**config.mk**
```make
export PLATFORM = sky130hd
export DESIGN_NAME = regfile_2w_sb
export DESIGN_NICKNAME = d
export VERILOG_FILES = /design/src/rtl/regfile_pkg.sv /design/src/rtl/regfile_scoreboard.sv /design/src/rtl/regfile_2w_sb.sv
export SDC_FILE = /design/constraint.sdc
export NUM_CORES = 2
export LEC_CHECK = 0
export CAP_MARGIN = 10
export CORE_MARGIN = 1.5
export CORE_UTILIZATION = 30
export DETAILED_ROUTE_END_ITERATION = 8
export GPL_TIMING_DRIVEN = 0
export SYNTH_ARGS = -nofsm -noshare
export SYNTH_HDL_FRONTEND = slang
export SYNTH_HIERARCHICAL = 1
export SYNTH_SLANG_ARGS = --single-unit
```
**constraint.sdc**
```tcl
create_clock -name clk -period 99.1 [get_ports clk]
set_input_delay 9.91 -clock clk [delete_from_list [all_inputs] [get_ports clk]]
set_output_delay 9.91 -clock clk [all_outputs]
set_load 0.01 [all_outputs]
```
**src/rtl/regfile_pkg.sv**
```systemverilog
// Shared defaults and address-width helper for the integer register file.
package regfile_pkg;

  localparam int XLEN_DEFAULT = 32;
  localparam int NREG_DEFAULT = 32;
  localparam int ZERO_REG     = 0;

  // A one-entry file still needs a one-bit address port.
  function automatic int calc_aw(input int nreg);
    return (nreg > 1) ? $clog2(nreg) : 1;
  endfunction

endpackage

```
**src/rtl/regfile_scoreboard.sv**
```systemverilog
// Per-register busy scoreboard: writeback clears, issue sets, and set wins on a tie.
module regfile_scoreboard
  import regfile_pkg::*;
#(
  parameter  int NREG = NREG_DEFAULT,
  localparam int AW   = calc_aw(NREG)
) (
  input  logic            clk,
  input  logic            rst,
  input  logic            we0,
  input  logic [AW-1:0]   wa0,
  input  logic            we1,
  input  logic [AW-1:0]   wa1,
  input  logic            iss_v,
  input  logic [AW-1:0]   iss_a,
  output logic [NREG-1:0] busy_vec
);

  logic [NREG-1:0] w_set;
  logic [NREG-1:0] w_clr;
  logic [NREG-1:0] r_busy;

  // Decoding only indices 1..NREG-1 keeps bit 0 and out-of-range addresses inert.
  always_comb begin
    w_set = '0;
    w_clr = '0;
    for (int i = ZERO_REG + 1; i < NREG; i++) begin
      w_set[i] = iss_v && (iss_a == AW'(i));
      w_clr[i] = (we0 && (wa0 == AW'(i))) || (we1 && (wa1 == AW'(i)));
    end
  end

  // NOTE: sequential state uses non-blocking assignments so every flop samples pre-edge values.
  always_ff @(posedge clk or posedge rst) begin
    if (rst) begin
      r_busy <= '0;
    end else begin
      r_busy <= (r_busy & ~w_clr) | w_set;
    end
  end

  assign busy_vec = r_busy;

endmodule

```
**src/rtl/regfile_2w_sb.sv**
```systemverilog
// Two-write, two-read integer register file with busy scoreboard.
// Define REGFILE_BYPASS_EN to forward same-cycle write data to the read ports.
module regfile_2w_sb
  import regfile_pkg::*;
#(
  parameter  int XLEN = XLEN_DEFAULT,
  parameter  int NREG = NREG_DEFAULT,
  localparam int AW   = calc_aw(NREG)
) (
  input  logic            clk,
  input  logic            rst,
  input  logic [AW-1:0]   ra1,
  input  logic [AW-1:0]   ra2,
  output logic [XLEN-1:0] rd1,
  output logic [XLEN-1:0] rd2,
  output logic            rbusy1,
  output logic            rbusy2,
  input  logic            we0,
  input  logic            we1,
  input  logic [AW-1:0]   wa0,
  input  logic [AW-1:0]   wa1,
  input  logic [XLEN-1:0] wd0,
  input  logic [XLEN-1:0] wd1,
  input  logic            iss_v,
  input  logic [AW-1:0]   iss_a,
  output logic [NREG-1:0] busy_vec
);

  logic [XLEN-1:0] r_mem [NREG];
  logic [NREG-1:0] w_busy_vec;
  logic [AW-1:0]   w_ra    [2];
  logic [XLEN-1:0] w_rd    [2];
  logic            w_rbusy [2];
  logic            w_wr0;
  logic            w_wr1;

  function automatic logic addr_ok(input logic [AW-1:0] a);
    return (a != AW'(ZERO_REG)) && (int'(a) < NREG);
  endfunction

  regfile_scoreboard #(.NREG(NREG)) u_scoreboard (
    .clk      (clk),
    .rst      (rst),
    .we0      (we0),
    .wa0      (wa0),
    .we1      (we1),
    .wa1      (wa1),
    .iss_v    (iss_v),
    .iss_a    (iss_a),
    .busy_vec (w_busy_vec)
  );

  // Port 0 yields to port 1 when both target the same register.
  assign w_wr1 = we1 && addr_ok(wa1);
  assign w_wr0 = we0 && addr_ok(wa0) && !(we1 && (wa1 == wa0));

  // NOTE: the array is reset explicitly because architectural state must read 0 after reset.
  always_ff @(posedge clk or posedge rst) begin
    if (rst) begin
      for (int i = 0; i < NREG; i++) begin
        r_mem[i] <= '0;
      end
    end else begin
      if (w_wr0) r_mem[wa0] <= wd0;
      if (w_wr1) r_mem[wa1] <= wd1;
    end
  end

  assign w_ra[0] = ra1;
  assign w_ra[1] = ra2;

  // NOTE: every output of this block gets a default first so no latch is inferred.
  always_comb begin
    for (int p = 0; p < 2; p++) begin
      w_rd[p]    = '0;
      w_rbusy[p] = 1'b0;
      if (addr_ok(w_ra[p])) begin
        w_rd[p]    = r_mem[w_ra[p]];
        w_rbusy[p] = w_busy_vec[w_ra[p]];
`ifdef REGFILE_BYPASS_EN
        // A completing write forwards its data; only a same-cycle reissue keeps it busy.
        if (!rst && ((we1 && (wa1 == w_ra[p])) || (we0 && (wa0 == w_ra[p])))) begin
          w_rd[p]    = (we1 && (wa1 == w_ra[p])) ? wd1 : wd0;
          w_rbusy[p] = iss_v && (iss_a == w_ra[p]);
        end
`endif
      end
    end
  end

  assign rd1      = w_rd[0];
  assign rd2      = w_rd[1];
  assign rbusy1   = w_rbusy[0];
  assign rbusy2   = w_rbusy[1];
  assign busy_vec = w_busy_vec;

endmodule

```
==> results.yml <==
logic_synthesis:
  syn-instance-count: 7149
  synth_top_area_share: 0.404
  ys_warn_count: 6
  synth.avg_cell_area_sq_um: 9.15
  seq_area_frac_synth: 0.404
  yosys.area_share.adder: 0
  ys_ff_latch: 1055
  synthSimpleGateAreaFrac: 0.192
  synth_ff_type: "dfrtp_1"
  syn_area_sq_um: 65400
  netlist_top_cells_area: "dfrtp_1 (40%), mux4_2 (17%), nand2_1 (11%), a31oi_1 (8.9%), nor2_1 (5.9%)"
  yosys.area.top_type: "dfrtp_1"
  async_flop_share: 1.00
  synth_cell_types: 61
  synth_enable_flop_cells: 0
  synth_xor_xnor_area_share: 0.000669
  synth_compound_area_frac: 0.143
  synthesis.nets: 7243
  muxShareOfSynthArea: 0.201
  synth_top_family_by_area: "multiplexers"
floorplan:
  io_pins: 192
  core_area_sq_um: 217000
  die_h_microns: 470
  die_x_microns: 470
  die-area_sq_um: 221000
  start_util: 0.302
  rows: 171
flow_run:
  maxCapViolations: 1
setup_path:
  reg2reg_from: "r_mem[310]$_DFF_PP0_"
  cp_slowest_cell: "nor4_1"
  worstReg2RegEnd: "r_mem[310]$_DFF_PP0_"
  r2r_setup_slack_ns: 98.24
  cp-end-kind: "output pin"
  cp-start-kind: "input port"
  cp_top_family: "buffers and inverters"
  critPathKind: "in2out"
  worstPathCellList: "clkdlybuf4s50_1, buf_2, clkbuf_1, nor2_1, a221oi_1, a221oi_1, nor4_1, clkdlybuf4s50_1"
  cp.required_ns: 89.19
  crit_arrival_ns: 15.72
  critPathBufInv: 4
  critical_path.max_fanout: 10
  max_stage_delay_ns: 1.11
  r2r_cells: 2
clocking:
  clkSlewWorstSetupHoldPaths_ns: 0.06
  tritoncts: "done"
  htree_num_levels: 4
  clk_latency_ns: 0.81
  clockBufferDepth: 3
  cts_setup_buffers: 0
  cts_sinks: 1055
  ctsHoldBuffers: 0
  cts_resized: 0
  cts_buffers: 131
  root_buffer: "clkbuf_16"
global_routing:
  antenna_found_initial: 16
  grtUsageTotal: 0.313
  grt_pass1_wl_microns: 490000
  grt_overflow_total: 0
  grt_pass1_vias: 61700
  grt_max_degree: 128
sta:
  fin_crit_sh: 0.259
  layout_min_cycle_time_ns: 25.63
  finalSetupViolations: 0
  fin_skew_ns: 0
  rsz0062_at_grt: "no"
  setup_tns_ns: 0
  final_hold_viol_count: 0
  worst_pin_slew_ns: 1.50
  worst_slew_margin_rel: -0.00542
  max_freq_ghz: 0.0390
  slew_violations: 2
drt:
  via_count: 64800
  ant_nets: 0
  firstDrtPassIters: 7
  routed_via_density: 6.18
  drt-initial-drc-count: 10900
  drc: 0
  wirelength_microns: 357000
  routedWlPerCell_microns: 34.0
placed_design:
  gp_congestion: 1.11
  hpwl_microns: 276000
  dpl.cell_count: 10200
  portBuffers: 184
layout:
  area_delta_synth_final_pct: 16.1
  drive_gt1_frac: 0.145
  nFillCells: 22100
  nets: 7607
  register_area_sq_um: 26400
  final_cells: 10500
  multi_input_area_sq_um: 35200
power:
  power_leakage_uw: 0.0310
  power.switching_uw: 567
  power_density_nw_per_um2: 21.2
  pwr-share-comb: 0.267
  power.internal_uw: 1040
  peakVddDrop_uv: 11.9
  clock_power_share: 0.318
  swShare: 0.352
  p_seq_frac: 0.416
min_path:
  worstHoldStart: "r_mem[1016]$_DFF_PP0_"
  hold_path_depth: 1
  min_path_type: "reg2reg"
  min_to: "r_mem[1016]$_DFF_PP0_"
outcome:
  status: "finished, violations left"
  violations: "max-capacitance violations, max-slew violations"
## per-layer routing
metal,wire length (microns),vias to the layer above,share of wire,GRT usage
li1,-,26200,-,-
met2,152000,5004,0.43,0.461
met5,41,-,0.00011,0
met1,131000,32500,0.37,0.386
met4,28100,6,0.079,0.211
met3,45600,1006,0.13,0.107
## registers in the layout (all words and copies together) (netlist names)
register and cells:
u_scoreboard/busy_vec 31, r_mem 1024
## stage by stage
stage                     hold slack, ns  power [uW]  area [sq um]  utilization  setup WS (ns)
after detailed placement           0.468        1080         71400        0.329          73.75
after CTS                          0.481        1590         75800        0.349          73.75
after floorplan                    0.441         890         65400            -          60.37
after global placement             0.454        1060         70800        0.327          45.82
final                              0.485        1610         75900        0.350          73.47
after global routing               0.500        1650         75900        0.350          73.79
## final cells by class
class	count	area share
inverters	3	0.000247
clock buffers	188	0.0501
repair buffers	231	0.0322
clock inverters	47	0.00783
plain buffers	828	0.0513
diodes	9	0.000297
well taps	2854	0.0470
flip-flops and latches	1055	0.348
multi-input cells	5263	0.463
## cell usage in the layout, fill, tap and decap left out, drive strengths merged, types with 6 or more instances in the layout
| cell type | Yosys | layout |
|---|---|---|
| mux4 | 482 | 482 |
| clkbuf | 470 | 660 |
| diode | 0 | 9 |
| bufinv | 0 | 11 |
| nand2 | 1895 | 1895 |
| clkinv | 0 | 28 |
| nor4 | 35 | 35 |
| a21boi | 29 | 29 |
| and2 | 7 | 7 |
| inv | 3 | 9 |
| clkdlybuf4s50 | 0 | 184 |
| and4bb | 7 | 7 |
| nor2 | 1036 | 1036 |
| nand2b | 13 | 13 |
| dfrtp | 1055 | 1055 |
| a21oi | 67 | 67 |
| a22oi | 31 | 31 |
| o22ai | 68 | 68 |
| nor3 | 30 | 30 |
| nand3 | 13 | 13 |
| a31oi | 932 | 932 |
| nor2b | 88 | 88 |
| a211oi | 74 | 74 |
| o221ai | 28 | 28 |
| mux2 | 24 | 24 |
| mux2i | 203 | 203 |
| nand3b | 9 | 9 |
| and4b | 6 | 6 |
| a221oi | 10 | 10 |
| buf | 358 | 403 |
| a22o | 81 | 81 |
| o21ai | 30 | 30 |
| a2111oi | 31 | 31 |
## worst max-delay path by stage
stage / startpoint / to / slack (ns) / cells after the start
2_1_floorplan: rst / r_mem[0]$_DFF_PP0_ / 60.37 / 1
3_3_place_gp: rst / r_mem[123]$_DFF_PP0_ / 45.82 / 2
3_5_place_dp: ra1[1] / rd1[19] / 73.75 / 8
4_1_cts: ra1[1] / rd1[19] / 73.75 / 8
5_1_grt: ra1[1] / rd1[19] / 73.79 / 8
6_report: ra1[1] / rd1[19] / 73.47 / 8
## worst register-to-register path: cells and delay by family (launching register included)
kind | cells | cell delay (ns)
and+or+nand+nor | 1 | 0.11
DFF | 1 | 0.45
AOI/OAI and AO/OA | 1 | 0.21
## power groups by stage
stage	clock network, uW	registers [uW]	logic (uW)
5_1_grt	527	676	451
4_1_cts	512	659	415
6_report	513	670	430
2_1_floorplan	0	612	278
3_3_place_gp	0	660	400
3_5_place_dp	0	663	414
## logic make-up (layout without fill, tap and decap cells)
kind of cell    Yosys count  after routing
flops                  1055           1055
simple gates           3162           3162
xor+xnor                  5              5
buf+inv                 831           1297
other cells               1             10
mux                     709            709
compound gates         1386           1386
## synth_stat cells, types with 9 or more instances
library cell / number
a2111oi_0: 12
a2111oi_1: 19
a211oi_1: 72
a21boi_1: 13
a21boi_4: 10
a21oi_1: 67
a221oi_1: 10
a22o_1: 81
a22oi_1: 31
a31oi_1: 932
buf_1: 76
buf_2: 183
buf_4: 59
buf_6: 34
clkbuf_1: 468
dfrtp_1: 1055
mux2_2: 19
mux2i_1: 203
mux4_2: 482
nand2_1: 1895
nand2b_1: 12
nand3_1: 13
nand3b_1: 9
nor2_1: 1036
nor2b_1: 88
nor3_1: 30
nor4_1: 28
o21ai_1: 14
o21ai_2: 16
o221ai_1: 28
o22ai_1: 68
Power figures use the tool's default switching activity.
